--- src/rtl/imem_arbiter_pkg.sv ---
// Shared definitions for the instruction/load memory arbiter: FSM encoding,
// requester indices and the tie-break helper.
package imem_arb_pkg;

    typedef logic [1:0] arb_state_t;

    localparam arb_state_t IDLE = 2'd0;
    localparam arb_state_t WAIT = 2'd1;
    localparam arb_state_t RESP = 2'd2;

    localparam logic P_FETCH = 1'b0;
    localparam logic P_LOAD  = 1'b1;

    localparam int DEFAULT_LATENCY = 4;

    // One-hot grant {port1, port0}; on a tie the port that was not served last wins.
    function automatic logic [1:0] pick_winner(input logic v0, input logic v1, input logic last);
        logic [1:0] g;
        case ({v1, v0})
            2'b01:   g = 2'b01;
            2'b10:   g = 2'b10;
            2'b11:   g = (last == P_LOAD) ? 2'b01 : 2'b10;
            default: g = 2'b00;
        endcase
        return g;
    endfunction

endpackage

--- src/rtl/imem_arbiter_lat_timer.sv ---
// Loadable down-counter that times the memory read; done marks the final
// cycle of the hold window and the timer disarms after it.
module lat_timer (
    input  logic       clk,
    input  logic       rst,
    input  logic       load,
    input  logic [3:0] load_val,
    output logic       done
);

    logic [3:0] cnt_r;
    logic       armed_r;

    // Count down from load_val to zero, then disarm.
    always_ff @(posedge clk or posedge rst) begin
        if (rst) begin
            cnt_r   <= 4'd0;
            armed_r <= 1'b0;
        end else if (load) begin
            cnt_r   <= load_val;
            armed_r <= 1'b1;
        end else if (armed_r) begin
            if (cnt_r != 4'd0) begin
                cnt_r <= cnt_r - 4'd1;
            end else begin
                armed_r <= 1'b0;
            end
        end
    end

    assign done = armed_r & (cnt_r == 4'd0);

endmodule

--- src/rtl/imem_arbiter.sv ---
// Two-port arbiter for a fixed-latency read-only memory: grants one read at a
// time, holds the address for the full latency and returns data to the owner.
module imem_arbiter
    import imem_arb_pkg::*;
#(
    parameter int AW      = 16,
    parameter int DW      = 16,
    parameter int LATENCY = DEFAULT_LATENCY
) (
    input  logic          clk,
    input  logic          rst,
    input  logic          req_valid0,
    input  logic [AW-1:0] req_addr0,
    output logic          req_ready0,
    output logic          resp_valid0,
    output logic [DW-1:0] resp_data0,
    input  logic          req_valid1,
    input  logic [AW-1:0] req_addr1,
    output logic          req_ready1,
    output logic          resp_valid1,
    output logic [DW-1:0] resp_data1,
    output logic [AW-1:0] mem_raddr,
    input  logic [DW-1:0] mem_rdata,
    output logic          busy
);

    localparam logic [3:0] LOAD_VAL = 4'(LATENCY - 1);

    arb_state_t    state_r;
    logic [AW-1:0] mem_raddr_r;
    logic [DW-1:0] data_q_r;
    logic          last_r;
    logic          owner_r;
    logic          resp_valid0_r;
    logic          resp_valid1_r;
    logic [1:0]    grant_s;
    logic          ready0_s;
    logic          ready1_s;
    logic          accept_s;
    logic          done_s;

    // Grant decode: ready is only offered in IDLE and never while reset is held.
    always_comb begin
        grant_s = pick_winner(req_valid0, req_valid1, last_r);
        if (!rst && (state_r == IDLE)) begin
            ready0_s = grant_s[0];
            ready1_s = grant_s[1];
        end else begin
            ready0_s = 1'b0;
            ready1_s = 1'b0;
        end
    end

    assign accept_s = ready0_s | ready1_s;

    lat_timer u_lat_timer (
        .clk      (clk),
        .rst      (rst),
        .load     (accept_s),
        .load_val (LOAD_VAL),
        .done     (done_s)
    );

    // Transaction FSM; resp_valid registers rise on the sample edge so they are
    // high exactly during the RESP cycle.
    always_ff @(posedge clk or posedge rst) begin
        if (rst) begin
            state_r       <= IDLE;
            mem_raddr_r   <= '0;
            data_q_r      <= '0;
            last_r        <= 1'b1;
            owner_r       <= P_FETCH;
            resp_valid0_r <= 1'b0;
            resp_valid1_r <= 1'b0;
        end else begin
            resp_valid0_r <= 1'b0;
            resp_valid1_r <= 1'b0;
            case (state_r)
                IDLE: begin
                    if (accept_s) begin
                        mem_raddr_r <= ready1_s ? req_addr1 : req_addr0;
                        owner_r     <= ready1_s;
                        last_r      <= ready1_s;
                        state_r     <= WAIT;
                    end
                end
                WAIT: begin
                    if (done_s) begin
                        data_q_r      <= mem_rdata;
                        resp_valid0_r <= (owner_r == P_FETCH);
                        resp_valid1_r <= (owner_r == P_LOAD);
                        state_r       <= RESP;
                    end
                end
                RESP:    state_r <= IDLE;
                default: state_r <= IDLE;
            endcase
        end
    end

    assign req_ready0  = ready0_s;
    assign req_ready1  = ready1_s;
    assign resp_valid0 = resp_valid0_r;
    assign resp_valid1 = resp_valid1_r;
    assign resp_data0  = data_q_r;
    assign resp_data1  = data_q_r;
    assign mem_raddr   = mem_raddr_r;
    assign busy        = (state_r != IDLE);

endmodule

--- config.mk ---
export PLATFORM = sky130hd
export DESIGN_NAME = imem_arbiter
export DESIGN_NICKNAME = d
export VERILOG_FILES = /design/src/rtl/imem_arbiter_pkg.sv /design/src/rtl/imem_arbiter_lat_timer.sv /design/src/rtl/imem_arbiter.sv
export SDC_FILE = /design/constraint.sdc
export NUM_CORES = 1
export LEC_CHECK = 0
export ABC_AREA = 1
export ABC_CLOCK_PERIOD_IN_PS = 7810
export BUFFER_PORTS_ARGS = -buffer_cell sky130_fd_sc_hd__buf_4
export CAP_MARGIN = 30
export CORE_MARGIN = 5
export CORE_UTILIZATION = 50
export DETAILED_ROUTE_END_ITERATION = 10
export HOLD_SLACK_MARGIN = 0.12
export PLACE_DENSITY = 0.85
export SYNTH_ARGS = -nofsm -noshare
export SYNTH_HDL_FRONTEND = slang
export SYNTH_SLANG_ARGS = --single-unit
export TNS_END_PERCENT = 30
--- constraint.sdc ---
create_clock -name clk -period 7.81 [get_ports clk]
set_input_delay 1.9525 -clock clk [delete_from_list [all_inputs] [get_ports clk]]
set_output_delay 1.9525 -clock clk [all_outputs]
set_load 0.005 [all_outputs]
==> impl_metrics.yaml <==
status:
  status: "complete, no violations"
die:
  die_h_um: 76.3
  start_util_pct: 51.1
  row_count: 24
  coreArea_um2: 4290
  pin_count: 105
  die_area_um2: 5820
  die_x_um: 76.3
sta:
  finalHoldViolations: 0
  rsz0062_at_grt: "no"
  post-route-period-util_pct: 71.1
  clock_skew_ns: 0.00889
  drv_slew: 0
  maxSlewHeadroom_pct: 36.9
  max_freq_ghz: 0.180
  fin_tns_setup_ns: 0
  setup_viol: 0
  fin_crit_ns: 5.55
  worst_pin_slew_ns: 0.946
synthesis:
  synth-compound-area-share_pct: 7.41
  netlist_area_um2: 2200
  synthMuxAreaShare_pct: 0
  synthArstFlopShare_pct: 100
  synth_top_family_by_area: "simple AND/OR/NAND/NOR gates"
  synth_seq_cells: 43
  synth-edff-count: 0
  avgSynthCellArea_um2: 8.19
  synth-xor-area-share_pct: 0.798
  netlist_instances: 268
  synth-simple-area-share_pct: 28.3
  ys_dominant_reg_cell: "dfrtp_1"
  synthAdderAreaFrac_pct: 1.14
  syn_nets: 322
  ys_seq_area_share_pct: 49.1
  ys_warn_count: 0
  ys_types: 24
routing:
  wl_per_cell_um: 13.2
  wl_mm: 5.37
  via_per_inst: 4.87
  route.detailed.drc: 0
  drtAntennaViolNets: 0
  firstDrtPassIters: 4
  drtIter0Drc: 143
  vias: 1984
global_routing:
  gr-total-overflow: 0
  first_global_vias: 1939
  grtUsageMet1_pct: 23.4
  groute.usage.overall_pct: 18.9
  busiest_layer: "met2"
  grt_pass1_wl_mm: 9.18
  grt_max_degree: 45
  grtUsageMet2_pct: 32.1
  use_met3_pct: 4.61
  antenna_found_initial: 0
cells_and_area:
  antenna_cells: 0
  area_growth_pct: 34.3
  final_cell_count_no_fill: 407
  final_area_um2: 2950
  drive_gt1_share_pct: 34.4
  fillers: 372
  nets: 408
  final_util_pct: 68.7
clocking:
  tritoncts: "done"
  post_cts_buffers: 0
  hold_buffers: 0
  worst_skew_pair.late_latency_ns: 0.29
  h-tree-depth: 2
  clk_pin_slew_ns: 0.08
  clock-root-buffer: "clkbuf_8"
  clockBufferDepth: 2
  tritoncts.num_buffers: 5
  ctsResizeCount: 0
  cts.sinks: 43
setup_path:
  critical-path-slowest-cell: "inv_2"
  path_buf_inv: 3
  start_kind: "primary input"
  endpoint_kind: "output pin"
  arrival_ns: 3.60
  cp_cell_sequence: "buf_4 -> inv_2 -> nand2_2 -> nor3_1 -> buf_4"
  critical_path.max_fanout: 44
  crit_path_max_incr_delay_ns: 0.65
  cpMostUsedCell: "buf_4"
  path_delay_family: "buffers and inverters"
  required_ns: 5.86
  crit_type: "primary input to output pin"
power_and_ir_drop:
  switchingPower_uw: 373
  power_frac_seq_pct: 39.9
  p_leak_uw: 0.00166
  intPower_uw: 639
  power_density_nw_per_um2: 343
  total_power_uw: 1010
  switching_share_pct: 36.9
  combPwrFrac_pct: 46.7
  peakVddDrop_v: 0.000179
  power_frac_clock_pct: 13.5
place:
  place_area_um2: 2860
  place_congestion: 0.872
  hpwlAfterDp_mm: 4.07
  dpl.cell_count: 399
  portBuffers: 104
run:
  maxCapViolations: 0
hold_path:
  hold_path_class: "flop to flop"
[sequential cells by signal, summed over array words and instances (netlist names)]
name / count
resp_valid0: 1
state_r: 2
u_lat_timer.armed_r: 1
last_r: 1
owner_r: 1
resp_valid1: 1
resp_data0: 16
u_lat_timer.cnt_r: 4
mem_raddr: 16
[routing by layer]
metal	vias up	part of all wire, %
met3	6	6.1
met4	0	1.7
met5	-	0
met2	64	52
met1	925	40
li1	989	-
[power by group through the flow]
| stage | registers, µW | clock network, µW | logic, µW |
|---|---|---|---|
| floorplan | 403 | 0 | 272 |
| global placement | 404 | 0 | 462 |
| detailed placement | 405 | 0 | 482 |
| CTS | 404 | 139 | 481 |
| global route | 420 | 149 | 534 |
| finish | 404 | 136 | 472 |
[per-stage QoR]
stage	hold slack [ns]	setup WS, ns
floorplan	0.403	2.25
global placement	0.440	2.28
detailed placement	0.445	2.22
CTS	0.464	2.22
global route	0.497	2.01
finish	0.467	2.26
[cell usage in the layout (no fill, tap or decap)]
master and count:
o21ai_0 1, nand3_4 1, ha_1 2, nand2_2 2, dfrtp_1 42, nand3b_1 1, a21oi_1 1, inv_4 1
nor2_1 6, xor2_1 2, clkinvlp_4 1, clkbuf_1 1, clkbuf_8 5, buf_4 104, dfstp_2 1, o21bai_1 16
nor2_4 1, nand3_1 35, o211ai_1 1, o21ai_2 1, nand2_1 97, inv_1 26, nor3_1 2, inv_2 3
a21oi_4 1, clkinv_2 1
[synth_stat cells (2+ instances only)]
cell type	instances	share of area, %
buf_2	7	1.6
buf_4	16	5.5
buf_6	2	1.0
dfrtp_1	42	48
ha_1	2	1.1
inv_1	27	4.6
inv_2	2	0.34
nand2_1	97	17
nand2_2	2	0.57
nand3_1	35	8.0
nor2_1	6	1.0
nor3_1	2	0.46
o21bai_1	16	5.5
xor2_1	2	0.80
[worst paths after layout]
check / startpoint / to / slack (ns) / cells after the start
max in group asynchronous: rst / resp_valid0 / 5.36 / 2
setup / recovery: rst / req_ready0 / 2.26 / 5
hold / removal: owner_r / resp_valid0 / 0.47 / 1
hold reg to reg: owner_r / resp_valid0 / 0.47 / 1
min in group asynchronous: rst / mem_raddr[8] / 1.88 / 2
setup reg to reg: state_r[1] / u_lat_timer.cnt_r[2] / 6.18 / 6
[cells by family (layout without fill, tap and decap cells)]
group / count (synthesis) / in the layout
AND/OR/NAND/NOR: 145 / 145
buffers and inverters: 55 / 142
flip-flops: 43 / 43
AO/OA/AOI/OAI: 21 / 21
adder cells (fa/ha/maj): 2 / 2
XOR/XNOR: 2 / 2
[area by class of cell]
class	count	area (µm²)	share of cell area [%]
multi-input combinational	170	826	28.0
tap	52	65.1	2.21
clock inverter	2	12.5	0.424
timing repair buffer	104	781	26.5
inverter	30	115	3.90
sequential	43	1080	36.5
clock buffer	6	72.6	2.46
Note: power is estimated with default switching activity, not from simulation.
